==> src/rtl/subtrai_serial.sv <==
// subtrai_serial
// Bit-serial unsigned subtractor. It computes a - b one bit per clock, starting
// from the LSB. A single full-subtractor cell and a registered borrow do the work.
// A start/busy/done handshake wraps the operation.
//
// Ports:
//   clk    - clock; all state changes on the rising edge
//   rst    - synchronous, active-high reset; takes priority over start
//   start  - request; sampled only in IDLE or DONE
//   a, b   - minuend / subtrahend, captured on the edge that accepts start
//   busy   - high while the subtraction is running (WIDTH cycles)
//   done   - one-cycle pulse; diff/b_out/zero are valid from this cycle
//   diff   - (a - b) mod 2^WIDTH, held until the next completion
//   b_out  - final borrow, 1 iff a < b (unsigned)
//   zero   - 1 iff diff == 0
module subtrai_serial #(
  parameter int WIDTH = 4
) (
  input  logic             clk,
  input  logic             rst,
  input  logic             start,
  input  logic [WIDTH-1:0] a,
  input  logic [WIDTH-1:0] b,
  output logic             busy,
  output logic             done,
  output logic [WIDTH-1:0] diff,
  output logic             b_out,
  output logic             zero
);

  localparam int CW = (WIDTH > 1) ? $clog2(WIDTH) : 1;
  localparam logic [CW-1:0] LAST = CW'(WIDTH - 1);

  typedef enum logic [1:0] {
    S_IDLE = 2'd0,
    S_RUN  = 2'd1,
    S_DONE = 2'd2
  } state_t;

  state_t           r_state;
  logic [WIDTH-1:0] r_sa;
  logic [WIDTH-1:0] r_sb;
  logic [WIDTH-1:0] r_sd;
  logic             r_br;
  logic [CW-1:0]    r_cnt;

  logic             w_d;
  logic             w_br_nxt;
  logic [WIDTH-1:0] w_sd_nxt;

  // Full-subtractor cell on the current LSBs.
  // It borrows when a=0,b=1, or when the bits are equal and a borrow is pending.
  assign w_d      = r_sa[0] ^ r_sb[0] ^ r_br;
  assign w_br_nxt = (~r_sa[0] & r_sb[0]) | (~(r_sa[0] ^ r_sb[0]) & r_br);
  assign w_sd_nxt = {w_d, r_sd[WIDTH-1:1]};

  assign busy = (r_state == S_RUN);
  assign done = (r_state == S_DONE);

  always_ff @(posedge clk) begin
    if (rst) begin
      r_state <= S_IDLE;
      r_sa    <= '0;
      r_sb    <= '0;
      r_sd    <= '0;
      r_br    <= 1'b0;
      r_cnt   <= '0;
      diff    <= '0;
      b_out   <= 1'b0;
      zero    <= 1'b0;
    end else begin
      case (r_state)
        S_IDLE, S_DONE: begin
          if (start) begin
            r_sa    <= a;
            r_sb    <= b;
            r_br    <= 1'b0;
            r_cnt   <= '0;
            r_state <= S_RUN;
          end else begin
            r_state <= S_IDLE;
          end
        end
        S_RUN: begin
          r_sa  <= r_sa >> 1;
          r_sb  <= r_sb >> 1;
          r_sd  <= w_sd_nxt;
          r_br  <= w_br_nxt;
          r_cnt <= r_cnt + CW'(1);
          // The last bit publishes the result. The outputs stay frozen during RUN
          // so a consumer never sees a partially shifted value.
          if (r_cnt == LAST) begin
            diff    <= w_sd_nxt;
            b_out   <= w_br_nxt;
            zero    <= (w_sd_nxt == '0);
            r_state <= S_DONE;
          end
        end
        default: r_state <= S_IDLE;
      endcase
    end
  end

endmodule

==> config.mk <==
export PLATFORM = sky130hd
export DESIGN_NAME = subtrai_serial
export DESIGN_NICKNAME = d
export VERILOG_FILES = /design/src/rtl/subtrai_serial.sv
export SDC_FILE = /design/constraint.sdc
export NUM_CORES = 1
export LEC_CHECK = 0
export CAP_MARGIN = 20
export CORE_UTILIZATION = 40
export CTS_BUF_LIST = sky130_fd_sc_hd__clkbuf_4 sky130_fd_sc_hd__clkbuf_8
export DETAILED_ROUTE_END_ITERATION = 8
export GPL_ROUTABILITY_DRIVEN = 0
export PLACE_DENSITY = 0.73
export SYNTH_ARGS = -nofsm -noshare
export SYNTH_HDL_FRONTEND = slang
export SYNTH_SLANG_ARGS = --single-unit
==> constraint.sdc <==
create_clock -name clk -period 2 [get_ports clk]
set_clock_uncertainty 0.2 [all_clocks]
set_input_delay 0.4 -clock clk [delete_from_list [all_inputs] [get_ports clk]]
set_output_delay 0.4 -clock clk [all_outputs]
set_load 0.1 [all_outputs]
==> summary.txt <==
=======================================================================================
Final setup margin                                                               183 ps
Effective utilization at floorplan                                                43.8%
Core area                                                                      2020 µm²
Count of inserted antenna diode cells                                                 0
Maximum buffer depth of the clock tree                                                2
Largest net degree at the start of global routing                                    23
Post-Place Cell Area                                                           1170 µm²
Residual DRC count                                                                    0
Max-Cap Viols                                                                         0
Clock period minus worst slack                                                  1820 ps
Worst-Skew Late Latency                                                          310 ps
Run status                                                                 finished, final reports clean
Required time of the worst setup path                                           1400 ps
Startpoint types                                                                   flop
Sum of routed wire length over all layers                                       1750 µm
Post-route cell area                                                           1220 µm²
Gates resized, CTS repair                                                             0
Clock Pin Slew Worst Setup and Hold Paths                                        120 ps
Mapped Nets                                                                         116
Element type at the critical path end                                       output port
Worst slew margin relative to its limit                                           75.6%
Setup repair after global routing missed its margin                               false
Pre-CTS WS                                                                       149 ps
Quantity of hold-fixing buffers added after cts                                       0
Worst Path Max Fanout                                                                10
Switching fraction of total power                                                 23.7%
Number of levels the H-tree was split into                                            1
Final hold violation count                                                            0
CP arrival                                                                      1220 ps
Yosys cell types                                                                     20
Detailed-route wire length per cell                                             11.8 µm
Post-Syn Area                                                                   886 µm²
Internal Dissipation                                                             720 µW
Most frequently used flop master after synthesis                                dfxtp_1
Root Buffer                                                                    clkbuf_4
Num rows                                                                             16
Multi-input gate area in the final layout                                       404 µm²
Final-layout setup total negative slack                                            0 ps
Leakage power figure                                                           0.486 nW
Switching power total                                                            224 µW
Number of global-route vias before repair                                           722
Final worst path period share                                                     90.8%
Worst-case vdd ir drop                                                         0.481 mV
Mean Syn Cell Area                                                             8.60 µm²
Global-route total usage across every layer                                       17.2%
Storage cell area                                                               440 µm²
CTS buffer count                                                                      3
TritonCTS clock tree                                                                yes
Number of flip-flops and latches in the synthesized netlist                          22
Number of standard cells after synthesis                                            103
Sequential fraction of the synthesis area                                         49.7%
Number of violations reported at the end of detailed-routing iteration 0              9
Leading cell types by count after synthesis                                22 x dfxtp_1, 22 x nand2_1, 12 x nor2_1
Buffers added on ports                                                               18
Total power per unit cell area                                               771 nW/µm²
EDFF count, synth                                                                     0
Final setup vio count                                                                 0
Horiz. Die Dim                                                                  49.1 µm
Die outline area                                                               2410 µm²
Post-route antenna net violation count                                                0
Tightest Pin Transition                                                          365 ps
Total number of clock tree sinks                                                     22
Vias after detailed routing                                                         755
Final Core Density                                                                60.6%
Overall overflow remaining after global route                                         0
Fraction of final layout cells sized beyond drive strength 1                      13.9%
Share of total power in combinational logic                                       13.8%
Initial antenna violation count                                                       0
Drt pass-1 iters                                                                      4
Sequential fraction of design power                                               50.2%
Area fraction of the dominant cell type after synthesis                           49.7%
Sum of net half-perimeters after detailed placement                             1220 µm
First-pass GRT wire length                                                      3090 µm
Synth Warn #                                                                          0
Count of pins on the block boundary                                                  19
Worst setup path category                                                    reg -> out
Vias per cell                                                                      5.07
Count of filler cells inserted in the layout                                        190
Post-layout total power                                                          944 µW
Post-synthesis to final-layout area growth                                        38.3%
Share of synthesized flip-flops with an asynchronous set or reset                    0%
Final Max Slew Viols                                                                  0
Final #Nets                                                                         136
Max Fclk                                                                      0.551 GHz
Buffers inserted by post-CTS timing repair                                            0
Largest cells by area after synthesis                                      dfxtp_1 50%, nand2_1 9.3%, a311oi_1 6.9%
Clock network fraction of design power                                            36.0%
Type of the tightest min-delay check                                         reg -> reg
Die Height                                                                      49.1 µm
Largest area contributor in the synthesized netlist                             dfxtp_1
=======================================================================================
[stage by stage]
stage | instances | hold WS, ps
after CTS | 149 | 290
after global placement | 145 | 256
after floorplan | 103 | 248
after detailed placement | 145 | 268
after global routing | 149 | 316
final | 149 | 285
[final timing paths]
path | startpoint | depth (start not counted) | slack (ps) | endpoint
setup / recovery | r_state[0]$_SDFFE_PP0P_ | 3 | 180 | busy
hold / removal | r_sd[1]$_SDFFE_PP0P_ | 2 | 290 | r_sd[1]$_SDFFE_PP0P_
setup reg to reg | r_sb[0]$_SDFFE_PP0P_ | 5 | 270 | zero$_SDFFE_PP0P_
hold reg to reg | r_sd[1]$_SDFFE_PP0P_ | 2 | 290 | r_sd[1]$_SDFFE_PP0P_
[power groups by stage]
stage	registers, mW	clock network [mW]	logic [mW]
floorplan	0.481	0	0.0872
global placement	0.483	0	0.127
detailed placement	0.484	0	0.130
CTS	0.474	0.345	0.132
global route	0.478	0.365	0.145
finish	0.474	0.340	0.130
[cell usage in the layout, fill, tap and decap left out, types with 2 or more instances in the layout]
cell type	Yosys	final
buf_12	0	8
nand2b_1	3	3
nand3_1	6	6
nand2_1	22	22
dfxtp_1	22	22
a311oi_1	7	7
inv_1	2	2
clkbuf_4	0	3
a21oi_1	10	10
clkdlybuf4s50_1	0	10
mux2i_1	4	4
nor2_1	12	12
buf_4	2	3
[sequential cells by signal (all words and copies together), names as in the netlist]
signal	flops
zero	1
r_sd	3
r_sa	4
diff	4
r_br	1
b_out	1
r_cnt	2
r_state	2
r_sb	4
[area by class of cell]
cell class / instances / share of cell area [%]
well taps: 27 / 2.76
clock inverters: 1 / 2.45
flip-flops and latches: 22 / 36.0
clock buffers: 3 / 1.84
multi-input cells: 72 / 33.0
repair buffers: 21 / 23.1
inverters: 3 / 0.919
[critical path, stage by stage (launching register included)]
cell      delay (ps)
dfxtp_1          420
nand2b_1         110
inv_2            180
buf_12           200
[logic make-up after synthesis]
logic type / share of synthesized area (%)
muxes: 4.52
buffers and inverters: 4.94
and+or+nand+nor: 23.7
adders and majority gates: 3.67
AOI/OAI and AO/OA: 13.4
DFF: 49.7
[layer usage]
layer	share of wire (%)	track usage [%]	up-vias
li1	-	-	385
met1	44	18.4	348
met2	51	30.8	18
met3	3.6	4.05	4
met4	1.3	8.82	0
met5	0	0	-
(Power assumes the default switching activity.)
